### src/rtl/ks_poly_string_pkg.sv
// Shared types and helpers for the polyphonic Karplus-Strong string engine.
package ks_pkg;

  typedef enum logic [1:0] {
    ST_IDLE = 2'd0,
    ST_PROC = 2'd1,
    ST_MIX  = 2'd2
  } ks_state_e;

  // Three-level excitation derived from the external noise bits.
  typedef enum logic [1:0] {
    NOISE_ZERO = 2'd0,
    NOISE_NEG  = 2'd1,
    NOISE_POS  = 2'd2
  } ks_noise_e;

  function automatic ks_noise_e noise_level(input logic [1:0] prbs);
    ks_noise_e lvl;
    lvl = NOISE_ZERO;
    if (prbs[1]) lvl = prbs[0] ? NOISE_POS : NOISE_NEG;
    return lvl;
  endfunction

  // Clamp a wide signed value into a dw-bit signed range.
  function automatic logic signed [31:0] saturate(input logic signed [31:0] v,
                                                  input int unsigned dw);
    logic signed [31:0] hi;
    logic signed [31:0] lo;
    logic signed [31:0] r;
    hi = (32'sd1 <<< (dw - 1)) - 32'sd1;
    lo = -(32'sd1 <<< (dw - 1));
    r  = v;
    if (v > hi) r = hi;
    else if (v < lo) r = lo;
    return r;
  endfunction

endpackage

### src/rtl/ks_voice_dp.sv
// Per-voice loop arithmetic: two-tap average, noise, rounding, optional decay, saturation.
// Optional decay term is enabled by defining KS_POLY_DECAY_EN.
module ks_voice_dp
  import ks_pkg::*;
#(
  parameter int unsigned DATA_WIDTH  = 8,
  parameter int unsigned FRAC_BITS   = 4,
  parameter int unsigned DECAY_SHIFT = 6
) (
  input  logic signed [DATA_WIDTH-1:0] x,
  input  logic signed [DATA_WIDTH-1:0] x_prev,
  input  logic                         burst_active,
  input  logic [1:0]                   prbs,
  output logic signed [DATA_WIDTH-1:0] y_c
);

`ifdef KS_POLY_DECAY_EN
  localparam bit DECAY_ON = 1'b1;
`else
  localparam bit DECAY_ON = 1'b0;
`endif

  localparam logic signed [31:0] S_MAX = (32'sd1 <<< (DATA_WIDTH - 1)) - 32'sd1;
  localparam logic signed [31:0] S_MIN = -(32'sd1 <<< (DATA_WIDTH - 1));
  localparam logic signed [31:0] RND   = 32'sd1 <<< (FRAC_BITS - 1);

  logic signed [31:0] avg_c;
  logic signed [31:0] noise_c;
  logic signed [31:0] acc_c;
  logic signed [31:0] sat_c;

  // Fixed-point update; the sum is rescaled to integer samples before clamping.
  always_comb begin
    avg_c   = ((32'(x) + 32'(x_prev)) <<< FRAC_BITS) >>> 1;
    noise_c = '0;
    if (burst_active) begin
      case (noise_level(prbs))
        NOISE_NEG: noise_c = S_MIN <<< FRAC_BITS;
        NOISE_POS: noise_c = S_MAX <<< FRAC_BITS;
        default:   noise_c = '0;
      endcase
    end
    acc_c = avg_c + noise_c + RND;
    if (DECAY_ON) acc_c = acc_c - (acc_c >>> DECAY_SHIFT);
    sat_c = saturate(acc_c >>> FRAC_BITS, DATA_WIDTH);
    y_c   = DATA_WIDTH'(sat_c);
  end

endmodule

### src/rtl/ks_poly_string.sv
// Time-multiplexed Karplus-Strong string bank: one voice per cycle, summed mix per tick.
// Build option KS_POLY_DECAY_EN adds per-update decay inside ks_voice_dp.
module ks_poly_string
  import ks_pkg::*;
#(
  parameter int unsigned NUM_VOICES  = 4,
  parameter int unsigned MAX_LENGTH  = 64,
  parameter int unsigned DATA_WIDTH  = 8,
  parameter int unsigned FRAC_BITS   = 4,
  parameter int unsigned DECAY_SHIFT = 6
) (
  input  logic                                            clk_i,
  input  logic                                            rst_i,
  input  logic                                            sample_tick_i,
  input  logic                                            freeze_i,
  input  logic                                            pluck_valid_i,
  output logic                                            pluck_ready_o,
  input  logic [$clog2(NUM_VOICES)-1:0]                   pluck_voice_i,
  input  logic [$clog2(MAX_LENGTH):0]                     pluck_period_i,
  input  logic [1:0]                                      prbs_data_i,
  output logic signed [DATA_WIDTH+$clog2(NUM_VOICES)-1:0] mix_o,
  output logic                                            mix_valid_o,
  output logic [NUM_VOICES-1:0]                           voice_active_o,
  output logic                                            overrun_o
);

  localparam int unsigned VOICE_W = $clog2(NUM_VOICES);
  localparam int unsigned PTR_W   = $clog2(MAX_LENGTH);
  localparam int unsigned PER_W   = PTR_W + 1;
  localparam int unsigned MIX_W   = DATA_WIDTH + VOICE_W;
  localparam int unsigned DEPTH   = NUM_VOICES * MAX_LENGTH;
  localparam int unsigned ADDR_W  = $clog2(DEPTH);

  ks_state_e state_q, state_d;
  logic [VOICE_W-1:0] idx_q, idx_d;

  logic tick_accept_c, overrun_c, proc_en_c, mix_load_c, pluck_fire_c, commit_c;

  logic [PTR_W-1:0]             ptr_q    [NUM_VOICES];
  logic signed [DATA_WIDTH-1:0] xprev_q  [NUM_VOICES];
  logic [PER_W-1:0]             period_q [NUM_VOICES];
  logic [PER_W-1:0]             burst_q  [NUM_VOICES];
  logic [NUM_VOICES-1:0]        lap_q;
  logic signed [DATA_WIDTH-1:0] mem      [DEPTH];
  logic signed [MIX_W-1:0]      acc_q;

  logic [PTR_W-1:0]             ptr_cur_c;
  logic [ADDR_W-1:0]            addr_c;
  logic signed [DATA_WIDTH-1:0] x_c, y_c, contrib_c;
  logic [PER_W-1:0]             period_clamp_c;
  logic                         wrap_c;

  // Round sequencing: IDLE waits for a tick, PROC walks the voices, MIX publishes.
  always_comb begin
    state_d       = state_q;
    idx_d         = idx_q;
    tick_accept_c = 1'b0;
    overrun_c     = 1'b0;
    proc_en_c     = 1'b0;
    mix_load_c    = 1'b0;
    case (state_q)
      ST_IDLE: begin
        if (sample_tick_i) begin
          tick_accept_c = 1'b1;
          idx_d         = '0;
          state_d       = ST_PROC;
        end
      end
      ST_PROC: begin
        overrun_c = sample_tick_i;
        proc_en_c = 1'b1;
        if (idx_q == VOICE_W'(NUM_VOICES - 1)) state_d = ST_MIX;
        else idx_d = VOICE_W'(idx_q + 1'b1);
      end
      ST_MIX: begin
        overrun_c  = sample_tick_i;
        mix_load_c = 1'b1;
        state_d    = ST_IDLE;
      end
      default: state_d = ST_IDLE;
    endcase
  end

  // Ring access for the voice in flight; unwritten laps read as silence.
  always_comb begin
    pluck_fire_c = pluck_valid_i & pluck_ready_o;
    ptr_cur_c    = ptr_q[idx_q];
    addr_c       = ADDR_W'(idx_q) * ADDR_W'(MAX_LENGTH) + ADDR_W'(ptr_cur_c);
    x_c          = lap_q[idx_q] ? mem[addr_c] : '0;
    contrib_c    = freeze_i ? xprev_q[idx_q] : y_c;
    commit_c     = proc_en_c & ~freeze_i;
    wrap_c       = (PER_W'(ptr_cur_c) + PER_W'(1)) >= period_q[idx_q];
    if (pluck_period_i < PER_W'(2))               period_clamp_c = PER_W'(2);
    else if (pluck_period_i > PER_W'(MAX_LENGTH)) period_clamp_c = PER_W'(MAX_LENGTH);
    else                                          period_clamp_c = pluck_period_i;
  end

  ks_voice_dp #(
    .DATA_WIDTH (DATA_WIDTH),
    .FRAC_BITS  (FRAC_BITS),
    .DECAY_SHIFT(DECAY_SHIFT)
  ) u_voice_dp (
    .x           (x_c),
    .x_prev      (xprev_q[idx_q]),
    .burst_active(voice_active_o[idx_q]),
    .prbs        (prbs_data_i),
    .y_c         (y_c)
  );

  always_ff @(posedge clk_i) begin
    if (rst_i) begin
      state_q        <= ST_IDLE;
      idx_q          <= '0;
      pluck_ready_o  <= 1'b1;
      mix_o          <= '0;
      mix_valid_o    <= 1'b0;
      overrun_o      <= 1'b0;
      acc_q          <= '0;
      voice_active_o <= '0;
      lap_q          <= '0;
      for (int v = 0; v < NUM_VOICES; v++) begin
        ptr_q[v]    <= '0;
        xprev_q[v]  <= '0;
        period_q[v] <= PER_W'(2);
        burst_q[v]  <= '0;
      end
    end else begin
      state_q       <= state_d;
      idx_q         <= idx_d;
      pluck_ready_o <= (state_d == ST_IDLE);
      mix_valid_o   <= mix_load_c;
      overrun_o     <= overrun_c;
      if (tick_accept_c) acc_q <= '0;
      if (proc_en_c)     acc_q <= acc_q + MIX_W'(contrib_c);
      if (mix_load_c)    mix_o <= acc_q;
      if (commit_c) begin
        xprev_q[idx_q] <= y_c;
        if (wrap_c) begin
          ptr_q[idx_q] <= '0;
          lap_q[idx_q] <= 1'b1;
        end else begin
          ptr_q[idx_q] <= PTR_W'(ptr_cur_c + 1'b1);
        end
        if (burst_q[idx_q] != '0) begin
          burst_q[idx_q] <= PER_W'(burst_q[idx_q] - 1'b1);
          if (burst_q[idx_q] == PER_W'(1)) voice_active_o[idx_q] <= 1'b0;
        end
      end
      // A pluck restarts the voice: fresh lap, new length, new burst.
      if (pluck_fire_c) begin
        period_q[pluck_voice_i]       <= period_clamp_c;
        burst_q[pluck_voice_i]        <= period_clamp_c;
        ptr_q[pluck_voice_i]          <= '0;
        lap_q[pluck_voice_i]          <= 1'b0;
        voice_active_o[pluck_voice_i] <= 1'b1;
      end
    end
  end

  always_ff @(posedge clk_i) begin
    if (commit_c && !rst_i) mem[addr_c] <= y_c;
  end

endmodule

### config.mk
export PLATFORM = sky130hd
export DESIGN_NAME = ks_poly_string
export DESIGN_NICKNAME = d
export VERILOG_FILES = /design/src/rtl/ks_poly_string_pkg.sv /design/src/rtl/ks_voice_dp.sv /design/src/rtl/ks_poly_string.sv
export SDC_FILE = /design/constraint.sdc
export NUM_CORES = 2
export LEC_CHECK = 0
export CORE_ASPECT_RATIO = 1.2
export CORE_MARGIN = 2
export CORE_UTILIZATION = 35
export CTS_BUF_LIST = sky130_fd_sc_hd__clkbuf_2
export DETAILED_ROUTE_END_ITERATION = 7
export PLACE_DENSITY = 0.49
export SYNTH_ARGS = -nofsm -noshare
export SYNTH_HDL_FRONTEND = slang
export SYNTH_HIERARCHICAL = 1
export SYNTH_SLANG_ARGS = --single-unit
### constraint.sdc
create_clock -name clk_i -period 31.9 [get_ports clk_i]
set_input_delay 6.38 -clock clk_i [delete_from_list [all_inputs] [get_ports clk_i]]
set_output_delay 6.38 -clock clk_i [all_outputs]
set_load 0.05 [all_outputs]
* Word-level counts from Yosys, hierarchy flattened
Memory sizes are Yosys's and may differ from the RTL's. A register that Yosys moved wholly into a read port is not among the register bits.
Index checks and enable logic that the tools add are counted.
** Storage, ports and cells
- Register bits :: 35
- Memory bits (writable) :: 2160
- Bits of input ports :: 16
- Output and inout port bits :: 17
- Memories kept :: 5
** Cells by class
- $add $sub $neg :: 9
- Magnitude comparators :: 9
- Eq/ne operators :: 8
- Muxes and demuxes :: 89
- Bitwise gates (word level) :: 11
- Reductions and logical operators :: 18
** Memories
- mem :: words 256, bits a word 8, read ports 1, clocked after Yosys merged registers in 0, wr ports 1, line ks_poly_string.sv:44 : logic signed [DATA_WIDTH-1:0] mem [DEPTH];
- xprev_q :: words 4, bits a word 8, read ports 1, clocked after Yosys merged registers in 1, wr ports 4, line ks_poly_string.sv:40 : logic signed [DATA_WIDTH-1:0] xprev_q [NUM_VOICES];
- burst_q :: words 4, bits a word 7, read ports 1, clocked after Yosys merged registers in 1, wr ports 4, line ks_poly_string.sv:42 : logic [PER_W-1:0] burst_q [NUM_VOICES];
- period_q :: words 4, bits a word 7, read ports 1, clocked after Yosys merged registers in 1, wr ports 4, line ks_poly_string.sv:41 : logic [PER_W-1:0] period_q [NUM_VOICES];
- ptr_q :: words 4, bits a word 6, read ports 1, clocked after Yosys merged registers in 1, wr ports 4, line ks_poly_string.sv:39 : logic [PTR_W-1:0] ptr_q [NUM_VOICES];
** Operators by type and width (number)
- 32-bit one-hot mux with 2 select lines :: 1
- 2-bit 2-to-1 mux :: 21
- 8-bit 2-to-1 mux :: 5
- 1-bit 2-to-1 mux :: 36
- 4-bit 2-to-1 mux :: 9
- 7-bit 2-to-1 mux :: 5
- 12-bit by 32-bit adder with 32-bit output :: 1
- 32-bit by 5-bit adder with 32-bit output, second input constant :: 1
- 32-bit 2-to-1 mux :: 1
- 28-bit by 8-bit greater-than comparator with 1-bit output, second input constant :: 1
- 28-bit by 8-bit < comparator with 1-bit output, second input constant :: 1
- 7-bit OR reduction :: 3
- 10-bit 2-to-1 mux :: 2
- 6-bit 2-to-1 mux :: 3
- 6-bit OR reduction :: 2
- 10-bit by 8-bit adder with 10-bit output :: 1
- 8-bit by 8-bit adder with 9-bit output :: 1
- 8-bit by 6-bit adder with 8-bit output :: 1
- 4-bit bitwise AND :: 2
- 4-bit inverter :: 2
- 4-bit bitwise OR :: 2
- 2-bit one-hot mux with 2 select lines :: 2
- 8-bit OR reduction :: 1
- 6-bit by 1-bit adder with 7-bit output, second input constant :: 1
- 24 further kinds :: 39

* Logic depth before layout (Yosys ltp)
- Depth after elaboration :: 14
- Mapped depth :: 49
- Depth with buffers taken out :: 44

* Modules after synthesis
The synthesis kept the hierarchy.
** By module, submodules not included
- ks_poly_string :: instances 1, cells an instance 6396, area an instance 88768.9 µm², sequential area each 65362.7 µm²
- ks_voice_dp :: instances 1, cells an instance 124, area an instance 1017.2 µm², sequential area each 0.0 µm²

* Worst setup path before layout
Ideal clock, no wire load.
- Path type :: input -> register
- Start :: input prbs_data_i[0]
- End :: register acc_q[9]
- Library setup time :: 0.070 ns
- Arrival :: 24.180 ns
- Setup slack :: 7.650 ns
- Stages :: 25
- Cells stage by stage :: nand3_1 -> inv_1 -> ha_1 -> o211ai_1 -> a21oi_1 -> o221ai_1 -> nand2b_1 -> a21o_1 -> fa_1 -> inv_1 -> nand2_1 -> a21oi_1 -> o31ai_1 -> mux2i_1 -> inv_1 -> ha_1 -> a21o_1 -> a21oi_1 -> o21ai_0 -> a2111o_1 -> a41o_1 -> a21oi_1 -> xor2_1 -> mux2_2 -> a21oi_1
** On the way
- Cells in the longest elaborated chain, start to end :: 14
** Ends and longest elaborated chain
- from (decl) :: line ks_poly_string.sv:20 : input logic [1:0] prbs_data_i,
- 2-bit 2-to-1 mux (*) (2 in series) :: line ks_poly_string_pkg.sv:20 : if (prbs[1]) lvl = prbs[0] ? NOISE_POS : NOISE_NEG;
- 2-bit 2-to-1 mux (*) :: line ks_voice_dp.sv:36 : if (burst_active) begin
- 2-bit equality test / 2-bit by 1-bit equality test with 1-bit output (equally long branches) :: line ks_voice_dp.sv:37 : case (noise_level(prbs))
- 32-bit one-hot mux with 2 select lines (*) :: line ks_voice_dp.sv:37
- 32-bit 2-to-1 mux (*) :: line ks_voice_dp.sv:36
- 12-bit by 32-bit adder with 32-bit output (*) :: line ks_voice_dp.sv:43 : acc_c = avg_c + noise_c + RND;
- 32-bit by 5-bit adder with 32-bit output (*) :: line ks_voice_dp.sv:43
- 28-bit by 8-bit < comparator with 1-bit output :: line ks_poly_string_pkg.sv:34 : else if (v < lo) r = lo;
- 8-bit 2-to-1 mux :: line ks_poly_string_pkg.sv:34
- 8-bit 2-to-1 mux (*) :: line ks_poly_string_pkg.sv:33 : if (v > hi) r = hi;
- via y_c[7] :: line ks_poly_string.sv:49 : logic signed [DATA_WIDTH-1:0] x_c, y_c, contrib_c;
- 8-bit 2-to-1 mux (*) :: line ks_poly_string.sv:90 : contrib_c = freeze_i ? xprev_q[idx_q] : y_c;
- 10-bit by 8-bit adder with 10-bit output (*) :: line ks_poly_string.sv:134 : if (proc_en_c) acc_q <= acc_q + MIX_W'(contrib_c);
- 10-bit 2-to-1 mux (*) :: line ks_poly_string.sv:134
- to (signal assigned) :: line ks_poly_string.sv:134
- to (decl) :: line ks_poly_string.sv:45 : logic signed [MIX_W-1:0] acc_q;
Mark *: on every way through the listed nets, which the timed path passes. The rest lies on a longest branch. The select of a mux whose other input is x is not followed.
A chain may end at the register's enable or synchronous reset.

==> impl_results.md <==
* Clock sink count at 2197
* Hold_buf cts at 0
* DR WL/cell at 27.17 µm
* R2R depth at 45
* Area after DPL at 93790 µm²
* Final Cycle Share at 0.4483
* Clock share of power at 0.338
* DR DRC count at 0
* Mean area per synthesized cell at 13.77 µm²
* Reg area at 65370 µm²
* Final hold violations at 0
* Fill count at 24551
* Number of synthesized flops with an enable pin at 2136
* Hold Path Stages at 2
* Area of the multi-input gates at 22510 µm²
* Number of routed nets with antenna violations at 0
* Total grt overflow at 0
* CP max-delay cell: o311ai_4
* Place WS at 17.88 ns
* Clock latency at the later pin of the worst-skew pair at 1.76 ns
* Critical Path RT at 33.53 ns
* Cts repair resizes at 0
* CTS max path bufs at 4
* Int Pwr at 4.056 mW
* Synth top area share at 0.7144
* Total wire length at 286200 µm
* CP startpoint kind: register
* Design Area, Final at 98450 µm²
* Core Util, Final at 0.3861
* Die W at 466.4 µm
* Sequential power share at 0.591
* Vias per cell at 5.470
* Unrepaired setup endpoints after global routing: no
* First-pass GRT wire length at 410500 µm
* Library cells used by synthesis at 78
* Switching pwr at 1.461 mW
* Net Count, Synth at 6590
* Finished Layout Cells at 10536
* YS warnings at 6
* Die Y at 558.8 µm
* CP peak stage delay at 0.70 ns
* Layout cells sized above 1 at 0.1583
* Synth Register Bits at 2197
* Placed cells at 9637
* Drt initial violations at 5425
* All-layer global routing usage at 0.2148
* CTS root buf: clkbuf_2
* Final Skew at 0.1884 ns
* Initial Utilization at 0.3521
* Result of the run: complete, no violations
* Sequential area share after synthesis at 0.7280
* # Post-CTS Setup Buffers at 0
* Layout area overhead at 9.653%
* Vias in the first global route at 56853
* Worst EP arrival at 15.93 ns
* Synth async-reset ratio at 0
* Site row count at 203
* Die Area at 260600 µm²
* PortBufs at 32
* Hold_sp: ptr_q[3][1]
* CTS tree: built
* Global placement routability congestion at 0.8729
* Final worst slack at 17.60 ns
* I/O pin cnt at 33
* Slew @ Worst Pin at 1.250 ns
* Top FF cell, synth: edfxtp_1
* Power density over cell area at 56.04 nW/µm²
* Final setup fails at 0
* Mapped Cells at 6520
* Post-synth top area cell: edfxtp_1
* Area of the core at 255000 µm²
* Type of the worst min-delay path: register to register
* Peak VDD IR at 0.03047 mV
* CTS Buf Count at 557
* Clk pin slew, worst setup/hold paths at 0.10 ns
* Crit Path Class: register to register
* H-tree levels at 6
* Final HPWL from detailed placement at 168300 µm
* F_max at 69.93 MHz
* Syn Std Cell Area at 89790 µm²
* Reg-to-reg setup timing slack at 17.60 ns
* Setup TNS at 0 ns
* Period minus WS final at 14.30 ns
* Area contributors post-synth: edfxtp_1 71%, nand2_1 6.3%, mux4_2 2.2%, a311oi_1 2.1%, nand3_1 2.0%
* Sw Ratio at 0.2649
* Hold Path End: ptr_q[3][1]
* FF-to-FF End: acc_q[9]
* Max cap viols at 0
* Initial antenna violation count at 11
* Crit Path Max Fanout at 122
* Worst Setup End Kind: register
* Largest net degree at the start of global routing at 203
* Comb power frac at 0.071
* Vias at 57632
* Drt pass-1 iters at 6
* Slew Limit Fails at 0
* Slew HR at 0.1634
* Nets at 6885
* Leak at 32.39 nW
[stage by stage]
stage	hold WS, ns	power [mW]
floorplan	0.4315	3.615
global placement	0.4409	3.716
detailed placement	0.4449	3.721
CTS	0.4556	5.572
global route	0.4782	5.731
finish	0.4595	5.517
[flip-flops by register name (all words and copies together) (netlist names), named ones only]
name and flops:
mix_o 10, mix_valid_o 1, pluck_ready_o 1, xprev_q 32
idx_q 2, ptr_q 24, mem 2048, lap_q 4
overrun_o 1, burst_q 28, state_q 2, period_q 28
voice_active_o 4, acc_q 10
[power by group through the flow]
stage | Sequential, mW | Clock, mW | Combinational [mW]
after detailed placement | 3.33 | 0 | 0.394
after CTS | 3.26 | 1.92 | 0.395
after floorplan | 3.39 | 0 | 0.230
after global routing | 3.26 | 2.04 | 0.424
final | 3.26 | 1.86 | 0.392
after global placement | 3.33 | 0 | 0.389
[Yosys cell counts (all sizes together) (13+ instances only)]
| cell | instances |
|---|---|
| nand3 | 360 |
| nor2b | 177 |
| ha | 46 |
| nor4 | 40 |
| xor2 | 13 |
| edfxtp | 2136 |
| a22oi | 50 |
| nand2b | 13 |
| and3 | 149 |
| a32oi | 37 |
| inv | 52 |
| mux2 | 15 |
| mux4 | 88 |
| nand4 | 38 |
| o22ai | 35 |
| mux2i | 78 |
| a311oi | 212 |
| a21oi | 84 |
| clkbuf | 149 |
| a21o | 13 |
| a31oi | 130 |
| o21ai | 40 |
| a211oi | 174 |
| buf | 280 |
| nor2 | 406 |
| dfxtp | 61 |
| nor3 | 13 |
| nand2 | 1499 |
[cells in the final DEF (no fill, tap or decap), types with 50 or more instances in the layout]
| master | instances |
|---|---|
| edfxtp_1 | 2136 |
| a21oi_1 | 83 |
| a311oi_1 | 212 |
| nor2b_1 | 175 |
| clkbuf_2 | 771 |
| buf_4 | 119 |
| dfxtp_1 | 58 |
| mux4_2 | 87 |
| nand3_1 | 344 |
| mux2i_1 | 76 |
| a31oi_1 | 130 |
| and3_1 | 149 |
| clkinv_1 | 69 |
| a211oi_1 | 168 |
| nand2_1 | 1491 |
| a22oi_1 | 50 |
| nor2_1 | 395 |
[layer usage]
| metal | track usage | vias up | routed length, µm |
|---|---|---|---|
| li1 | - | 25414 | - |
| met1 | 0.2779 | 29227 | 116500 |
| met2 | 0.3524 | 2439 | 137200 |
| met3 | 0.04067 | 550 | 20410 |
| met4 | 0.09229 | 2 | 12150 |
| met5 | 0 | - | 12 |
[how the worst max path moves through the flow]
stage	cells past startpoint	end	from
4_1_cts	45	acc_q[9]	register
5_1_grt	47	acc_q[9]	register
2_1_floorplan	25	acc_q[9]	prbs_data_i[0]
6_report	45	acc_q[9]	register
3_3_place_gp	45	acc_q[9]	register
3_5_place_dp	45	acc_q[9]	register
[final cells by class]
class,count,area share
Multi-Input combinational cell,3841,0.2286
Sequential cell,2197,0.6639
Antenna cell,8,0.0002033
Inverter,53,0.002249
Tap cell,3382,0.04298
Clock inverter,119,0.007651
Timing Repair Buffer,165,0.01520
Clock buffer,771,0.03919
[logic make-up (layout without fill, tap and decap cells)]
kind of cell    Yosys count  count (layout)  synth area share
flops                  2197            2197            0.7280
fa+ha+maj                54              54          0.008194
compound gates          856             856           0.07127
simple gates           2725            2725            0.1321
xor+xnor                 25              25          0.002439
other cells               0               8                 0
mux                     181             181           0.03265
buf+inv                 482            1108           0.02535
[critical path, delay by kind of cell, from the launching register on]
family | cells | cell delay, ns
DFF | 1 | 0.32
AOI/OAI and AO/OA | 21 | 5.66
muxes | 4 | 1.41
xor gates and xnor gates | 1 | 0.18
buffers and inverters | 7 | 3.27
adders and majority gates | 5 | 1.44
and+or+nand+nor | 7 | 1.68
No activity file was read; power rests on OpenSTA's default activity.
